$ cat src/rtl/ramp_seq.sv
// ramp_seq: sequencer for one Ramp pattern datapath.
// Produces timed staircase sweeps from 0 towards 4095 and never lets the 12-bit ramp wrap.
// One delta pulse is issued every `period` clocks. The sequencer then dwells at the top value
// and finishes, or restarts when repeat mode is in use.
//
// Ports
//   i_clk        master clock
//   i_rst_n      asynchronous active-low reset
//   i_start      one-cycle sweep request, honoured only in IDLE
//   i_abort      stop any sweep; wins over i_start
//   i_y_sel[1:0] step select 00=0, 01=1, 10=16, 11=1290 (latched at start)
//   i_period     clocks between delta pulses, 0 treated as 1 (latched at start)
//   i_dwell      clocks held at the top value, 0 treated as 1 (latched at start)
//   i_repeat     sawtooth mode (latched at start, only with RAMP_SEQ_REPEAT_EN)
//   o_ramp_enb   Ramp enable
//   o_delta      Ramp delta, single-cycle pulses
//   o_y[1:0]     Ramp Y, the latched step select
//   o_busy       high in ARM, RUN and HOLD
//   o_done       one-cycle pulse at the end of a sweep
//   o_shadow     mirror of the Ramp output value
//   o_step_cnt   delta pulses issued in the current sweep
//
// Build option: define RAMP_SEQ_REPEAT_EN to build the repeat (sawtooth) logic.
// When it is undefined, i_repeat is ignored and every sweep ends in DONE.
module ramp_seq (
    input  logic        i_clk,
    input  logic        i_rst_n,
    input  logic        i_start,
    input  logic        i_abort,
    input  logic [1:0]  i_y_sel,
    input  logic [15:0] i_period,
    input  logic [15:0] i_dwell,
    input  logic        i_repeat,
    output logic        o_ramp_enb,
    output logic        o_delta,
    output logic [1:0]  o_y,
    output logic        o_busy,
    output logic        o_done,
    output logic [11:0] o_shadow,
    output logic [11:0] o_step_cnt
);

    typedef enum logic [2:0] {StIdle, StArm, StRun, StHold, StDone} state_e;

    state_e      r_state, w_state_d;
    logic [15:0] r_timer, w_timer_d;
    logic [15:0] r_period, r_dwell;
    logic [1:0]  r_y;
    logic [11:0] r_shadow, w_shadow_d;
    logic [11:0] r_step_cnt, w_step_cnt_d;
    logic        r_delta, w_delta_d;
    logic        r_ramp_enb, w_ramp_enb_d;
    logic        r_busy, w_busy_d;
    logic        r_done, w_done_d;
    logic [11:0] w_dy;
    logic [12:0] w_sum;
    logic        w_launch;
    logic        w_repeat_en;

    assign w_launch = (r_state == StIdle) && i_start && !i_abort;

`ifdef RAMP_SEQ_REPEAT_EN
    logic r_repeat;

    always_ff @(posedge i_clk or negedge i_rst_n) begin
        if (!i_rst_n) begin
            r_repeat <= 1'b0;
        end else if (w_launch) begin
            r_repeat <= i_repeat;
        end
    end

    assign w_repeat_en = r_repeat;
`else
    logic w_unused_repeat;

    assign w_unused_repeat = i_repeat;
    assign w_repeat_en     = 1'b0;
`endif

    always_comb begin
        w_dy = 12'd0;
        unique case (r_y)
            2'b00: w_dy = 12'd0;
            2'b01: w_dy = 12'd1;
            2'b10: w_dy = 12'd16;
            2'b11: w_dy = 12'd1290;
            default: w_dy = 12'd0;
        endcase
    end

    // State register
    always_ff @(posedge i_clk or negedge i_rst_n) begin
        if (!i_rst_n) begin
            r_state <= StIdle;
            r_timer <= 16'd0;
        end else begin
            r_state <= w_state_d;
            r_timer <= w_timer_d;
        end
    end

    // Next-state logic. A RUN timer expiry either turns into a pulse or into HOLD. That choice
    // was made one cycle earlier and is already visible as r_delta.
    always_comb begin
        w_state_d = r_state;
        w_timer_d = r_timer;
        if (r_state != StIdle && i_abort) begin
            w_state_d = StIdle;
        end else begin
            unique case (r_state)
                StIdle: begin
                    if (w_launch) w_state_d = StArm;
                end
                StArm: begin
                    w_state_d = StRun;
                    w_timer_d = r_period;
                end
                StRun: begin
                    if (r_timer == 16'd1) begin
                        if (r_delta) begin
                            w_timer_d = r_period;
                        end else begin
                            w_state_d = StHold;
                            w_timer_d = r_dwell;
                        end
                    end else begin
                        w_timer_d = r_timer - 16'd1;
                    end
                end
                StHold: begin
                    if (r_timer == 16'd1) begin
                        w_state_d = w_repeat_en ? StArm : StDone;
                    end else begin
                        w_timer_d = r_timer - 16'd1;
                    end
                end
                StDone: w_state_d = StIdle;
                default: w_state_d = StIdle;
            endcase
        end
    end

    // Output next values. The outputs are registered, so they are computed from the next state.
    // The shadow register follows the Ramp: it is cleared when ARM is entered and it advances
    // on the edge that ends a delta cycle, even if that edge also aborts the sweep.
    always_comb begin
        w_shadow_d   = r_shadow;
        w_step_cnt_d = r_step_cnt;
        if (w_state_d == StArm) begin
            w_shadow_d   = 12'd0;
            w_step_cnt_d = 12'd0;
        end else if (r_delta) begin
            w_shadow_d   = r_shadow + w_dy;
            w_step_cnt_d = r_step_cnt + 12'd1;
        end
        // 13-bit headroom check, so the ramp can never be driven past 4095
        w_sum        = {1'b0, w_shadow_d} + {1'b0, w_dy};
        w_delta_d    = (w_state_d == StRun) && (w_timer_d == 16'd1) && (w_dy != 12'd0) &&
                       (w_sum <= 13'd4095);
        w_ramp_enb_d = (w_state_d == StRun) || (w_state_d == StHold) || (w_state_d == StDone);
        w_busy_d     = (w_state_d == StArm) || (w_state_d == StRun) || (w_state_d == StHold);
        w_done_d     = (w_state_d == StDone);
    end

    always_ff @(posedge i_clk or negedge i_rst_n) begin
        if (!i_rst_n) begin
            r_period   <= 16'd0;
            r_dwell    <= 16'd0;
            r_y        <= 2'b00;
            r_shadow   <= 12'd0;
            r_step_cnt <= 12'd0;
            r_delta    <= 1'b0;
            r_ramp_enb <= 1'b0;
            r_busy     <= 1'b0;
            r_done     <= 1'b0;
        end else begin
            if (w_launch) begin
                r_period <= (i_period == 16'd0) ? 16'd1 : i_period;
                r_dwell  <= (i_dwell == 16'd0) ? 16'd1 : i_dwell;
                r_y      <= i_y_sel;
            end
            r_shadow   <= w_shadow_d;
            r_step_cnt <= w_step_cnt_d;
            r_delta    <= w_delta_d;
            r_ramp_enb <= w_ramp_enb_d;
            r_busy     <= w_busy_d;
            r_done     <= w_done_d;
        end
    end

    assign o_ramp_enb = r_ramp_enb;
    assign o_delta    = r_delta;
    assign o_y        = r_y;
    assign o_busy     = r_busy;
    assign o_done     = r_done;
    assign o_shadow   = r_shadow;
    assign o_step_cnt = r_step_cnt;

endmodule

$ cat config.mk
export PLATFORM = sky130hd
export DESIGN_NAME = ramp_seq
export DESIGN_NICKNAME = d
export VERILOG_FILES = /design/src/rtl/ramp_seq.sv
export SDC_FILE = /design/constraint.sdc
export NUM_CORES = 1
export LEC_CHECK = 0
export BUFFER_PORTS_ARGS = -buffer_cell sky130_fd_sc_hd__buf_2
export CELL_PAD_IN_SITES_DETAIL_PLACEMENT = 1
export CELL_PAD_IN_SITES_GLOBAL_PLACEMENT = 1
export CORE_MARGIN = 5
export CORE_UTILIZATION = 35
export DETAILED_ROUTE_END_ITERATION = 10
export PLACE_DENSITY = 0.73
export SYNTH_ARGS = -nofsm -noshare
export SYNTH_HDL_FRONTEND = slang
export SYNTH_SLANG_ARGS = --single-unit
$ cat constraint.sdc
create_clock -name i_clk -period 3.7 [get_ports i_clk]
set_input_delay 0.555 -clock i_clk [delete_from_list [all_inputs] [get_ports i_clk]]
set_output_delay 0.555 -clock i_clk [all_outputs]
set_load 0.02 [all_outputs]
# Word-level counts from Yosys, hierarchy flattened
# Cells that the tools add are included.
dict set report word_totals {
  ff_bits 81
  in_bits 39
  output_inout_bits 30
  wordCells 64
}
dict set report classes {
  n_addsub 4
  magnitude_cmp 1
  eq_ne 12
  muxes 18
  reduce_logical 18
}
# op n
set op_table {}
lappend op_table {{16-bit 2-to-1 mux} 6}
lappend op_table {{12-bit 2-to-1 mux} 4}
lappend op_table {{12-bit case mux with 4 select lines} 1}
lappend op_table {{16-bit case mux with 3 select lines} 1}
lappend op_table {{16-bit by 1-bit == test with 1-bit output, second input constant} 2}
lappend op_table {{16-bit logical NOT} 2}
lappend op_table {{16-bit by 1-bit subtractor with 16-bit output, second input constant} 1}
lappend op_table {{3-bit 2-to-1 mux} 5}
lappend op_table {{12-bit by 12-bit adder with 13-bit output} 1}
lappend op_table {{13-bit by 12-bit less-or-equal comparator with 1-bit output, second input constant} 1}
lappend op_table {{12-bit by 1-bit adder with 12-bit output, second input constant} 1}
lappend op_table {{12-bit adder} 1}
lappend op_table {{3-bit by 2-bit == test with 1-bit output, second input constant} 4}
lappend op_table {{3-bit case mux with 4 select lines} 1}
lappend op_table {{12-bit nonzero test} 1}
lappend op_table {{3-bit by 1-bit == test with 1-bit output, second input constant} 2}
lappend op_table {{1-bit logical AND} 6}
lappend op_table {{2-bit == test, second input constant} 2}
lappend op_table {{1-bit logical OR} 4}
lappend op_table {{3-bit == test, second input constant} 1}
lappend op_table {{3-bit logical NOT} 1}
lappend op_table {{3-bit nonzero test} 1}
lappend op_table {{2-bit by 1-bit == test with 1-bit output, second input constant} 1}
lappend op_table {{2-bit logical NOT} 1}
lappend op_table {{2 further kinds} 2}

# Longest topological paths before layout
dict set report depth {
  ltp_word 11
  mapped_depth 16
}

# Worst setup path before layout
# No wires, ideal clock.
dict set report synth_timing {
  path_kind {reg-to-reg}
  from {reg r_delta (netlist: o_delta)}
  to {reg r_delta (netlist: o_delta)}
  setup_ps 96
  arrival_ps 3618
  required_ps 3604
  slack_ps -14
  stages_incl_launch_ff 15
  period_less_slack_ps 3714
  cell_sequence {dfrtp_1 > clkbuf_1 > buf_1 > clkbuf_1 > buf_1 > mux2i_1 > nor2_1 > ha_1 > fa_1 > nand3_1 > o31ai_1 > and3_1 > a311o_1 > and3_1 > nor4_2}
}
dict set report synth_between {
  elab_chain_cells 9
  word_cells_on_any_way 18
  cone_classes {add/sub: 1; order compare: 1; eq/ne: 3; mux: 10; reduce/logical: 3}
}
# element line
set synth_rtl {}
lappend synth_rtl {{from (decl)} 51} ;# logic r_delta, w_delta_d;
lappend synth_rtl {{from (signal assigned)} 185} ;# r_delta <= w_delta_d;
lappend synth_rtl {{3-bit 2-to-1 mux} 121} ;# if (r_delta) begin
lappend synth_rtl {{3-bit 2-to-1 mux} 120} ;# if (r_timer == 16'd1) begin
lappend synth_rtl {{3-bit case mux with 4 select lines} 111} ;# unique case (r_state)
lappend synth_rtl {{3-bit 2-to-1 mux} 108} ;# if (r_state != StIdle && i_abort) begin
lappend synth_rtl {{3-bit by 1-bit == test with 1-bit output} 150} ;# if (w_state_d == StArm) begin
lappend synth_rtl {{12-bit 2-to-1 mux *} 150}
lappend synth_rtl {{via w_shadow_d[0]} 49} ;# logic [11:0] r_shadow, w_shadow_d;
lappend synth_rtl {{12-bit by 12-bit adder with 13-bit output *} 158} ;# w_sum = {1'b0, w_shadow_d} + {1'b0, w_dy};
lappend synth_rtl {{13-bit by 12-bit less-or-equal comparator with 1-bit output *} 160} ;# (w_sum <= 13'd4095);
lappend synth_rtl {{1-bit logical AND *} 159} ;# w_delta_d = (w_state_d == StRun) && (w_timer_d == 16'd1) && (w_dy != 12'd0) &&
lappend synth_rtl {{via w_delta_d} 51}
# Mark *: on every way through the listed nets, which the timed path passes. The rest lies on a longest branch.
# A chain may end at the register's enable or synchronous reset.

# Final worst setup path
dict set report layout_timing {
  from {reg r_timer[1]}
  to {reg r_delta (netlist: o_delta)}
}
dict set report layout_between {
  elab_chain_cells 9
  word_cells_on_any_way 19
  cone_classes {add/sub: 2; order compare: 1; eq/ne: 4; mux: 9; reduce/logical: 3}
}
# element line
set layout_rtl {}
lappend layout_rtl {{from (decl)} 46} ;# logic [15:0] r_timer, w_timer_d;
lappend layout_rtl {{from (signal assigned)} 99} ;# r_timer <= w_timer_d;
lappend layout_rtl {{16-bit by 1-bit == test with 1-bit output} {120, 132}}
lappend layout_rtl {{3-bit 2-to-1 mux, on equally long branches} {132, 120}}
lappend layout_rtl {{3-bit case mux with 4 select lines} 111}
lappend layout_rtl {{3-bit 2-to-1 mux} 108}
lappend layout_rtl {{3-bit by 1-bit == test with 1-bit output} 150}
lappend layout_rtl {{12-bit 2-to-1 mux} 150}
lappend layout_rtl {{12-bit by 12-bit adder with 13-bit output} 158}
lappend layout_rtl {{13-bit by 12-bit less-or-equal comparator with 1-bit output} 160}
lappend layout_rtl {{1-bit logical AND *} 159}
lappend layout_rtl {{via w_delta_d} 51}
# Marked as above.

==> reports/metrics.yaml <==
crit_type: "register to register"
clockBufferDepth: 2
grt_pass1_wl_microns: 23700
dr.first_iter.drc_count: 155
fin_util_pct: 41.9
fp.dieArea_sq_um: 15800
vias: 4280
die-width_microns: 126
cts_tree: "done"
grt_antenna_before_repair: 0
synth_ff_type: "dfrtp_1"
antenna_left: 0
wirelength_microns: 14500
start_util_pct: 35.5
rsz0062_at_grt: "no"
cp_data_required_time_ns: 3.94
ys_warn_count: 0
areaGrowthSynthToFinish_pct: 18.0
setup-tns-final_ns: 0
gp_congestion: 0.888
io_pins: 69
final_common_cell: "nand2_1"
startpoint_type: "register"
slew_viol_final: 0
ir_worst_vdd_mv: 0.204
final_net_count: 656
grt_max_degree: 82
fp.coreArea_sq_um: 13200
status: "complete, no violations"
post-cts-setup-buffers: 0
grt-ovfl-total: 0
wl_per_cell_microns: 18.6
clk_pin_slew_ns: 0.06
synth_area_sq_um: 4690
maxCapViolCount: 0
finalSetupViolations: 0
root_buffer: "clkbuf_16"
port_buffers: 67
ys_seq_elements: 81
critPathMaxFanout: 6
timing.fmax_mhz: 289
rows: 42
skew_ns: 0.00721
viasPerCell: 5.47
fin_crit_ns: 3.46
synth_nets: 592
hold_path_class: "input pin to async pin"
firstDrtPassIters: 4
hold_violations: 0
hold_buffers: 0
drive_gt1_share_pct: 17.7
cts_buffers: 9
first_global_vias: 4424
hpwl_microns: 10700
synthCells: 537
crit_path_end_kind: "register"
worstPathArrival_ns: 3.70
ys_types: 60
clk_latency_ns: 0.33
grt_usage_pct: 18.4
leakagePower_nw: 2.62
power.density_nw_per_um2: 555
diodes: 0
synth_edf_count: 0
die_h_microns: 126
period_share_pct: 93.4
tightest_slew_ns: 1.06
clock_sinks: 81
max_slew_margin_pct: 29.5
ys_seq_area_share_pct: 43.2
drc_errors: 0
syn_area_per_cell_sq_um: 8.73
layout_common_cells: "116 x nand2_1, 81 x dfrtp_1, 66 x buf_2, 49 x nor2_1, 24 x o21ai_0"
synth-async-reset-ratio_pct: 100
ctsHtreeMaxLevel: 3
[flip-flops by register name, indices dropped and copies added, names as in the netlist, 2 cells and up]
signal / count
r_dwell: 16
r_period: 16
r_timer: 16
o_shadow: 12
o_step_cnt: 12
r_state: 3
o_y: 2
[power breakdown]
| part | internal [W] | switching (W) | total (W) | leakage (nW) |
|---|---|---|---|---|
| logic | 0.000367 | 0.000551 | 0.000918 | 1.42 |
| clock network | 0.000522 | 0.000361 | 0.000883 | 0.139 |
| registers | 0.00106 | 0.000212 | 0.00127 | 1.05 |
| total | 0.00195 | 0.00112 | 0.00307 | 2.62 |
[kinds of logic (layout without fill, tap and decap cells)]
family,count (synthesis),in the layout,share of synthesized area (%)
XOR/XNOR,25,25,4.67
AO/OA/AOI/OAI,92,92,13.1
multiplexers,19,19,4.11
AND/OR/NAND/NOR,261,261,26.6
buffers and inverters,43,112,3.66
adder cells (fa/ha/maj),16,16,4.59
flip-flops,81,81,43.2
[area by class of cell]
cell class	instances	area (sq um)
clock buffer	11	233
clock inverter	5	56.3
fill	1552	7660
inverter	15	56.3
multi-input combinational	413	2490
sequential	81	2030
tap	176	220
timing repair buffer	81	443
[Yosys cell counts (13+ instances only)]
cell      count  share of area [%]
nor2_1       49                3.9
xor2_1       13                2.4
mux2i_1      17                3.6
nand4_1      16                2.1
nand2_1     116                9.3
ha_1         14                3.7
o21ai_0      24                2.6
a21oi_1      19                2.0
dfrtp_1      81                 43
nand3_1      14                1.5
clkbuf_1     22                1.8
inv_1        15                1.2
[what timing repair did]
action / CTS / global route
hold endpoints to repair: 0 / 0
setup endpoints to repair: 0 / 1
gates resized for setup: 0 / 1
[critical path, cell delays in order, from the launching register on]
cell and delay [ns]:
dfrtp_1 0.43, inv_1 0.12, ha_1 0.18, nor3b_1 0.47
nand4_1 0.34, mux2_2 0.39, a211oi_1 0.28, or4b_1 0.49
or4_1 0.43, nor4_2 0.24
[routing by layer]
layer  track usage, %  share of wire [%]
met5                0                  0
met4             5.87                1.7
met3             2.67                4.7
met2             29.2                 47
met1             26.1                 47
[final timing paths]
path / slack [ns] / to / cells past startpoint / startpoint
hold reg to reg: 0.50 / r_dwell[13]$_DFFE_PN0P_ / 2 / r_dwell[13]$_DFFE_PN0P_
max in group asynchronous: 2.61 / r_dwell[4]$_DFFE_PN0P_ / 1 / i_rst_n
hold / removal: 0.40 / o_step_cnt[11]$_DFFE_PN0P_ / 1 / i_rst_n
setup / recovery: 0.24 / o_delta$_DFF_PN0_ / 9 / r_timer[1]$_DFF_PN0_
min in group i_clk: 0.43 / r_dwell[8]$_DFFE_PN0P_ / 3 / i_dwell[8]
setup reg to reg: 0.24 / o_delta$_DFF_PN0_ / 9 / r_timer[1]$_DFF_PN0_
[per-stage QoR]
step                      worst slack (ns)  power (W)  area [sq um]  hold slack (ns)  instances
final                                0.243    0.00307          5530            0.395        782
after floorplan                      0.112    0.00184          4690            0.259        537
after global placement               0.349    0.00213          5240            0.466        766
after detailed placement             0.208    0.00217          5240            0.476        766
after CTS                            0.182    0.00307          5530            0.421        782
after global routing               0.00118    0.00324          5530            0.430        782
No activity file was read; power rests on OpenSTA's default activity.
